### config.mk
export PLATFORM = sky130hd
export DESIGN_NAME = alu_share_arbiter
export DESIGN_NICKNAME = d
export VERILOG_FILES = /design/src/rtl/alu_share_arbiter.sv
export SDC_FILE = /design/constraint.sdc
export NUM_CORES = 1
export LEC_CHECK = 0
export ABC_CLOCK_PERIOD_IN_PS = 1540
export BUFFER_PORTS_ARGS = -buffer_cell sky130_fd_sc_hd__buf_2
export CAP_MARGIN = 20
export CORE_AREA = 2 2 114 116
export CTS_BUF_LIST = sky130_fd_sc_hd__clkbuf_2
export DETAILED_ROUTE_END_ITERATION = 7
export DIE_AREA = 0 0 116 118
export PLACE_DENSITY = 0.76
export REMOVE_ABC_BUFFERS = 1
export SYNTH_ARGS = -nofsm -noshare
export SYNTH_HDL_FRONTEND = slang
export SYNTH_SLANG_ARGS = --single-unit
export TNS_END_PERCENT = 20
### constraint.sdc
create_clock -name clk -period 1.54 [get_ports clk]
set_input_delay 0.385 -clock clk [delete_from_list [all_inputs] [get_ports clk]]
set_output_delay 0.385 -clock clk [all_outputs]
set_load 0.005 [all_outputs]
### src/rtl/alu_share_arbiter.sv
// alu_share_arbiter: round-robin front end that shares one combinational ALU
// between the EXE stage (port 0) and an auxiliary unit (port 1).
// One operation is in flight at a time: grant -> execute -> respond.
// The block owns the architectural NZCV register and feeds carry_in to the ALU.
module alu_share_arbiter #(
  parameter int unsigned      DATA_W   = 32,
  parameter int unsigned      CMD_W    = 4,
  parameter logic [3:0]       STAT_RST = 4'b0000
) (
  input  logic              clk,
  input  logic              rst,
  // request side
  input  logic [1:0]        req_valid,
  output logic [1:0]        req_ready,
  input  logic [DATA_W-1:0] req0_val1,
  input  logic [DATA_W-1:0] req0_val2,
  input  logic [CMD_W-1:0]  req0_cmd,
  input  logic              req0_s,
  input  logic [DATA_W-1:0] req1_val1,
  input  logic [DATA_W-1:0] req1_val2,
  input  logic [CMD_W-1:0]  req1_cmd,
  input  logic              req1_s,
  // ALU side
  output logic [DATA_W-1:0] alu_val1,
  output logic [DATA_W-1:0] alu_val2,
  output logic [CMD_W-1:0]  alu_exec_cmd,
  output logic              alu_carry_in,
  input  logic [DATA_W-1:0] alu_res,
  input  logic [3:0]        alu_status,
  // response side
  output logic              resp_valid,
  input  logic              resp_ready,
  output logic              resp_id,
  output logic [DATA_W-1:0] resp_res,
  output logic [3:0]        resp_status,
  // architectural flags {N,Z,C,V}
  output logic [3:0]        status_reg
);

  typedef enum logic [1:0] {
    S_IDLE = 2'd0,
    S_EXEC = 2'd1,
    S_RESP = 2'd2
  } state_e;

  state_e              state_q;

  // issued operation (also drives the ALU input ports directly)
  logic [DATA_W-1:0]   alu_val1_q;
  logic [DATA_W-1:0]   alu_val2_q;
  logic [CMD_W-1:0]    alu_cmd_q;
  logic                s_q;
  logic                id_q;

  // arbitration history: port granted most recently
  logic                last_grant_q;

  // response channel and flags
  logic                resp_valid_q;
  logic                resp_id_q;
  logic [DATA_W-1:0]   resp_res_q;
  logic [3:0]          resp_status_q;
  logic [3:0]          status_q;

  // arbitration result for the current cycle
  logic                any_valid;
  logic                grant_id_d;
  logic [DATA_W-1:0]   val1_d;
  logic [DATA_W-1:0]   val2_d;
  logic [CMD_W-1:0]    cmd_d;
  logic                s_d;
  logic                handshake;

  // Pick the winner: sole valid port, or the port not granted last time on a tie
  always_comb begin
    any_valid  = |req_valid;
    grant_id_d = 1'b0;
    if (req_valid == 2'b11) begin
      grant_id_d = ~last_grant_q;
    end else begin
      grant_id_d = req_valid[1];
    end
  end

  // Ready goes to the winner only while idle; at most one bit can be set
  always_comb begin
    req_ready = 2'b00;
    if ((state_q == S_IDLE) && any_valid) begin
      req_ready[grant_id_d] = 1'b1;
    end
  end

  // Operand mux toward the issue registers
  always_comb begin
    val1_d    = grant_id_d ? req1_val1 : req0_val1;
    val2_d    = grant_id_d ? req1_val2 : req0_val2;
    cmd_d     = grant_id_d ? req1_cmd  : req0_cmd;
    s_d       = grant_id_d ? req1_s    : req0_s;
    handshake = |(req_valid & req_ready);
  end

  // Control FSM plus the issue, response and flag registers it owns
  always_ff @(posedge clk) begin
    if (rst) begin
      state_q       <= S_IDLE;
      alu_val1_q    <= '0;
      alu_val2_q    <= '0;
      alu_cmd_q     <= '0;
      s_q           <= 1'b0;
      id_q          <= 1'b0;
      last_grant_q  <= 1'b1;
      resp_valid_q  <= 1'b0;
      resp_id_q     <= 1'b0;
      resp_res_q    <= '0;
      resp_status_q <= '0;
      status_q      <= STAT_RST;
    end else begin
      case (state_q)
        S_IDLE: begin
          if (handshake) begin
            alu_val1_q   <= val1_d;
            alu_val2_q   <= val2_d;
            alu_cmd_q    <= cmd_d;
            s_q          <= s_d;
            id_q         <= grant_id_d;
            last_grant_q <= grant_id_d;
            state_q      <= S_EXEC;
          end
        end
        S_EXEC: begin
          // ALU settles combinationally within this single cycle
          resp_res_q    <= alu_res;
          resp_status_q <= alu_status;
          resp_id_q     <= id_q;
          resp_valid_q  <= 1'b1;
          if (s_q) begin
            status_q <= alu_status;
          end
          state_q <= S_RESP;
        end
        S_RESP: begin
          // Response held until taken; the next grant waits one more cycle
          if (resp_ready) begin
            resp_valid_q <= 1'b0;
            state_q      <= S_IDLE;
          end
        end
        default: begin
          state_q <= S_IDLE;
        end
      endcase
    end
  end

  // carry_in only changes at the end of EXEC, so it is stable from grant onward
  assign alu_val1     = alu_val1_q;
  assign alu_val2     = alu_val2_q;
  assign alu_exec_cmd = alu_cmd_q;
  assign alu_carry_in = status_q[1];

  assign resp_valid   = resp_valid_q;
  assign resp_id      = resp_id_q;
  assign resp_res     = resp_res_q;
  assign resp_status  = resp_status_q;
  assign status_reg   = status_q;

endmodule

==> results.toml, run 1 <==
[timing]
rsz0062_at_grt = "true"
hold_violations = 0
slew_viol_final = 0
finalCritPeriodShare_pct = 120.1
max_freq_ghz = 0.5405
worst_slack_ns = -0.3100
worst_pin_slew_ns = 0.4297
timing.setup.tns_ns = -0.8344
finalSetupViolCount = 30
relSlewSlack_pct = 71.35
fin_crit_ns = 1.850
skew_ns = 0.02732

[clock_network]
cts_root_buf = "clkbuf_2"
cts_tree = "yes"
htree_levels = 4
worst_skew_pair.late_latency_ns = 0.67
cts_buffers = 17
cts.sinks = 115
clock_path_buffers = 2
clk_pin_slew_worst_paths_ns = 0.20

[detailed_routing]
first_iter_violations = 1127
detail_route.wl_per_cell_um = 20.00
via_per_inst = 5.765
ant_nets = 0
drt-total-wl_um = 24900
vias = 7178
drtPass1Iterations = 7
drc = 0

[status]
violations = "negative setup slack"
outcome = "finished, violations left"

[floorplan]
core_um2 = 12410
die_h_um = 118
ios = 292
die-area_um2 = 13690
fp.dieW_um = 116
initial_core_util_pct = 38.19
rows = 41

[global_routing]
antenna_found_initial = 3
grt_pass1_vias = 6927
grt_pass1_wl_um = 35450
grt_overflow_total = 0
grt_max_degree = 69
grt_use_total_pct = 32.76

[yosys]
syn_inst = 605
synthesis.area_um2 = 4741
synth_seq_area_share_pct = 48.56
ys_ff_latch = 115
syn_area_per_cell_um2 = 7.836
synth_edf_count = 0
synthTopCellsByArea = "dfxtp_1, nand3_1, a31oi_1"
yosysTopAreaCell = "dfxtp_1"
synth_cell_types = 23
synth_flop_cell = "dfxtp_1"
synthArstFlopShare_pct = 0
synth_top_area_share_pct = 48.56
synthTopCellsByCount = "nand3_1, dfxtp_1, nand2_1"
ys_warn_count = 0
synth.most_common_cell = "nand3_1"

[power]
ir_worst_vdd_v = 0.0005496
leakage_nw = 3.923
power.density_nw_per_um2 = 881.4

[min_path]
worstHoldPathType = "in -> reg"

[setup_path]
cp-end-kind = "output port"
start_kind = "flop"
critPathMaxFanout = 3
worstPathArrival_ns = 1.46
crit_required_ns = 1.15
crit_type = "reg -> out"

[layout]
fillers = 776
areaGrowthSynthToFinish_pct = 92.69
drive_above_1_share_pct = 44.95
fin_nets = 1236
design_area_um2 = 9135
fin_util_pct = 73.58

[flow_run]
drv_cap = 0

[place]
dpl.hpwl_um = 11380
portBuffers = 291
gp_routability_congestion = 0.8188
postPlaceCellArea_um2 = 6411
## cell type report
cell class	instances	area, µm²	share of cell area, %
Antenna cell	3	7.507	0.08218
Clock buffer	18	90.09	0.9862
Clock inverter	14	186.4	2.041
Inverter	1	3.754	0.04109
Multi-Input combinational cell	420	2167	23.72
Sequential cell	115	2451	26.83
Tap cell	172	215.2	2.356
Timing Repair Buffer	502	4014	43.94
## critical path: stages, from the launching register on
cell      delay [ns]
dfxtp_4         0.39
nand2b_4        0.14
and3_4          0.18
buf_6           0.11
## final timing paths
path                               endpoint                       from  cells after the start  slack, ns
setup / recovery               req_ready[0]  last_grant_q$_SDFFE_PP1P_                      3      -0.31
hold / removal     alu_val2[5]$_SDFFE_PP0P_                        rst                      3       0.14
setup reg to reg  alu_val2[24]$_SDFFE_PP0P_    state_q[1]$_SDFFE_PP0P_                      5      -0.01
hold reg to reg    resp_res[7]$_SDFFE_PP0P_   resp_res[7]$_SDFFE_PP0P_                      2       0.46
## cell usage in the layout, fill, tap and decap left out, types with 2 or more instances in the layout
master	count
a21oi_1	43
a31oi_1	69
buf_12	11
buf_2	228
buf_4	24
buf_6	64
bufinv_16	4
clkbuf_2	18
clkinv_2	3
clkinvlp_4	4
dfxtp_1	2
dfxtp_2	110
dfxtp_4	3
diode_2	3
dlygate4sd3_1	175
nand2_1	78
nand3_1	142
nand3b_1	3
nor2_4	2
o21ai_1	71
## cell families (layout without fill, tap and decap cells)
logic type	count (synthesis)	in the layout	share of synthesized area [%]
AND/OR/NAND/NOR	235	235	23.52
AO/OA/AOI/OAI	185	185	21.48
flip-flops	115	115	48.56
buffers and inverters	70	535	6.440
other	0	3	0
## metrics by stage
stage	setup WS (ns)	power (mW)	instances	hold slack (ns)
2_1_floorplan	-0.9949	4.073	536	0.4244
3_3_place_gp	0.1157	4.946	1018	0.4405
3_5_place_dp	0.05308	4.966	1018	0.4432
4_1_cts	-0.3982	7.742	1231	0.03297
5_1_grt	-0.4185	8.377	1245	0.07256
6_report	-0.3100	8.051	1245	0.1419
## what timing repair did
| item | CTS | global route |
|---|---|---|
| pin swaps | 2 | 1 |
| hold endpoints to repair | 111 | 0 |
| resized for setup | 141 | 45 |
| setup endpoints to repair | 113 | 118 |
| setup buffers | 6 | 11 |
| hold buffers | 175 | 0 |
## power by group
| part | total, mW | switching (mW) | internal [mW] |
|---|---|---|---|
| Sequential | 3.46 | 0.181 | 3.28 |
| Clock | 2.33 | 1.26 | 1.06 |
| Combinational | 2.27 | 1.10 | 1.17 |
## per-layer routing
metal	up-vias	share of wire (%)	GRT usage (%)
li1	3087	-	-
met1	3292	35	36.42
met2	644	46	53.58
met3	155	13	10.81
met4	0	6.4	19.79
met5	-	0	0
Power figures use the tool's default switching activity.
==> inputs of run 2 (changes only) <==
- ABC_AREA: default -> 1
- CORE_AREA: 2 2 114 116 -> 2 2 113 115
- DIE_AREA: 0 0 116 118 -> 0 0 115 117
- PLACE_DENSITY: 0.76 -> 0.8
==> results.toml, run 2 <==
[yosys]
synthTopCellsByCount = "nand2_1, dfxtp_1, nor2_1"
synth_cell_types = 20
ys_ff_latch = 115
synth_flop_cell = "dfxtp_1"
synthesis.area_um2 = 5047
synth.most_common_cell = "nand2_1"
synth_top_area_share_pct = 45.61
synth_seq_area_share_pct = 45.61
syn_inst = 735
ys_warn_count = 0
synthArstFlopShare_pct = 0
synth_edf_count = 0
synthTopCellsByArea = "dfxtp_1, nand2_1, a21oi_1"
yosysTopAreaCell = "dfxtp_1"
syn_area_per_cell_um2 = 6.867

[place]
pre_cts_ws_ns = 0.05423
dpl.cell_count = 1139
dpl.hpwl_um = 11000
gp_routability_congestion = 0.7986
portBuffers = 291

[status]
violations = "negative setup slack"
outcome = "finished, violations left"

[setup_path]
rr_endpoint = "alu_val2[1]$_SDFFE_PP0P_"
timing.rr.start = "state_q[0]$_SDFFE_PP0P_"
worstPathArrival_ns = 1.50
critPathMaxFanout = 2
path_cells = "nor2_4, o21ai_4, nor2_1, buf_2"
crit_type = "reg -> out"
crit_required_ns = 1.15
cp-end-kind = "output port"
worstRegToRegCells = 7
slowest_delay_ns = 0.37
crit_slowest_cell = "dfxtp_2"
rrSetupSlack_ns = 0.07
start_kind = "flop"

[layout]
drive_above_1_share_pct = 39.46
fin_nets = 1362
areaGrowthSynthToFinish_pct = 84.26
fin_util_pct = 75.54
n_antenna_cell = 0
stdcell_count = 1346
final_common_cell = "nand2_1"
fillers = 701
final_cell_mix = "nand2_1, buf_2, dlygate4sd3_1"

[detailed_routing]
drc = 0
drtPass1Iterations = 8
vias = 7413
via_per_inst = 5.507
detail_route.wl_per_cell_um = 18.39
ant_nets = 0
first_iter_violations = 771
drt-total-wl_um = 24760

[timing]
skew_ns = 0.03215
whs_ns = 0.06641
worst_slack_ns = -0.3443
relSlewSlack_pct = 54.51
worst_pin_slew_ns = 0.6814
max_freq_ghz = 0.5307
hold_violations = 0
rsz0062_at_grt = "true"
fin_crit_ns = 1.884
finalCritPeriodShare_pct = 122.4
timing.setup.tns_ns = -2.860
slew_viol_final = 0
finalSetupViolCount = 99

[global_routing]
grt_overflow_total = 0
antenna_found_initial = 0
grt_max_degree = 78
use_met1_pct = 32.96
grt_use_met2_pct = 55.10
grt_use_total_pct = 32.61
top_usage_layer = "met2"
grt_pass1_vias = 7273
grt_pass1_wl_um = 34080
grt_use_met3_pct = 11.07

[clock_network]
clk_pin_slew_worst_paths_ns = 0.17
cts_tree = "yes"
cts.sinks = 115
cts_buffers = 17
clock_path_buffers = 2
cts_root_buf = "clkbuf_2"
htree_levels = 4
worst_skew_pair.late_latency_ns = 0.71

[min_path]
min_from = "req1_val2[27]"
holdPathEnd = "alu_val2[27]$_SDFFE_PP0P_"
hold_depth = 5
worstHoldPathType = "in -> reg"

[floorplan]
die_h_um = 117
die-area_um2 = 13460
initial_core_util_pct = 41.00
fp.dieW_um = 115
ios = 292
core_um2 = 12310
rows = 41

[power]
ir_worst_vdd_v = 0.0005624
leakage_nw = 4.570
power.density_nw_per_um2 = 870.3

[flow_run]
drv_cap = 0
## run 2: changes by cell type after synthesis, sizes merged, moves of 5 or more
cell,change
o21ai,-34
nand3,-67
inv,+5
a21oi,+33
clkbuf,-12
a31oi,-69
nand2,+207
nor2,+76
## run 2: how the worst max path moves through the flow
stage,end,startpoint
floorplan,req_ready[1],req_valid[0]
global placement,alu_val1[27]$_SDFFE_PP0P_,req_valid[1]
detailed placement,alu_val2[0]$_SDFFE_PP0P_,req_valid[1]
CTS,req_ready[0],state_q[0]$_SDFFE_PP0P_
global route,req_ready[0],state_q[0]$_SDFFE_PP0P_
finish,req_ready[0],state_q[0]$_SDFFE_PP0P_
## run 2: area by class of cell
type	instances	area [µm²]	share of cell area (%)
clock buffer	18	90.09	0.9687
inverter	6	22.52	0.2422
tap	150	187.7	2.018
clock inverter	14	143.9	1.547
timing repair buffer	488	4034	43.37
multi-input combinational	555	2375	25.53
sequential	115	2447	26.32
## run 2: what timing repair did
item / in CTS / in global routing
setup buffers: 5 / 1
setup endpoints to repair: 113 / 113
pin swaps: 1 / 0
resized for setup: 143 / 65
cloned: 0 / 0
hold endpoints to repair: 111 / 0
hold buffers: 169 / 0
## run 2: cells by family (layout without fill, tap and decap cells)
group | after synthesis | in the layout | synth area share (%)
compound gates | 114 | 114 | 11.60
buf+inv | 65 | 526 | 7.660
flops | 115 | 115 | 45.61
simple gates | 441 | 441 | 35.13
## run 2: worst max-delay path, delay by kind of cell, from the launching register on
family | cells | cell delay [ns]
simple gates | 2 | 0.24
flops | 1 | 0.37
compound gates | 1 | 0.08
buf+inv | 1 | 0.13
## run 2: metal layers
layer  share of wire, %  up-vias
li1                   -     3249
met1                 34     3357
met2                 47      606
met3                 11      201
met4                8.2        0
met5                  0        -
## run 2: power breakdown
part           leakage, nW  internal [mW]  switching [mW]
Combinational         3.43           1.29            1.20
Clock                0.149          0.875            1.19
Sequential           0.989           3.32           0.225
Total                 4.57           5.48            2.62
## run 2: per-stage QoR
| stage | power, mW | cell area (µm²) |
|---|---|---|
| after global placement | 5.133 | 6618 |
| after CTS | 7.693 | 8969 |
| final | 8.094 | 9300 |
| after global routing | 8.427 | 9300 |
| after floorplan | 4.199 | 4683 |
| after detailed placement | 5.159 | 6618 |
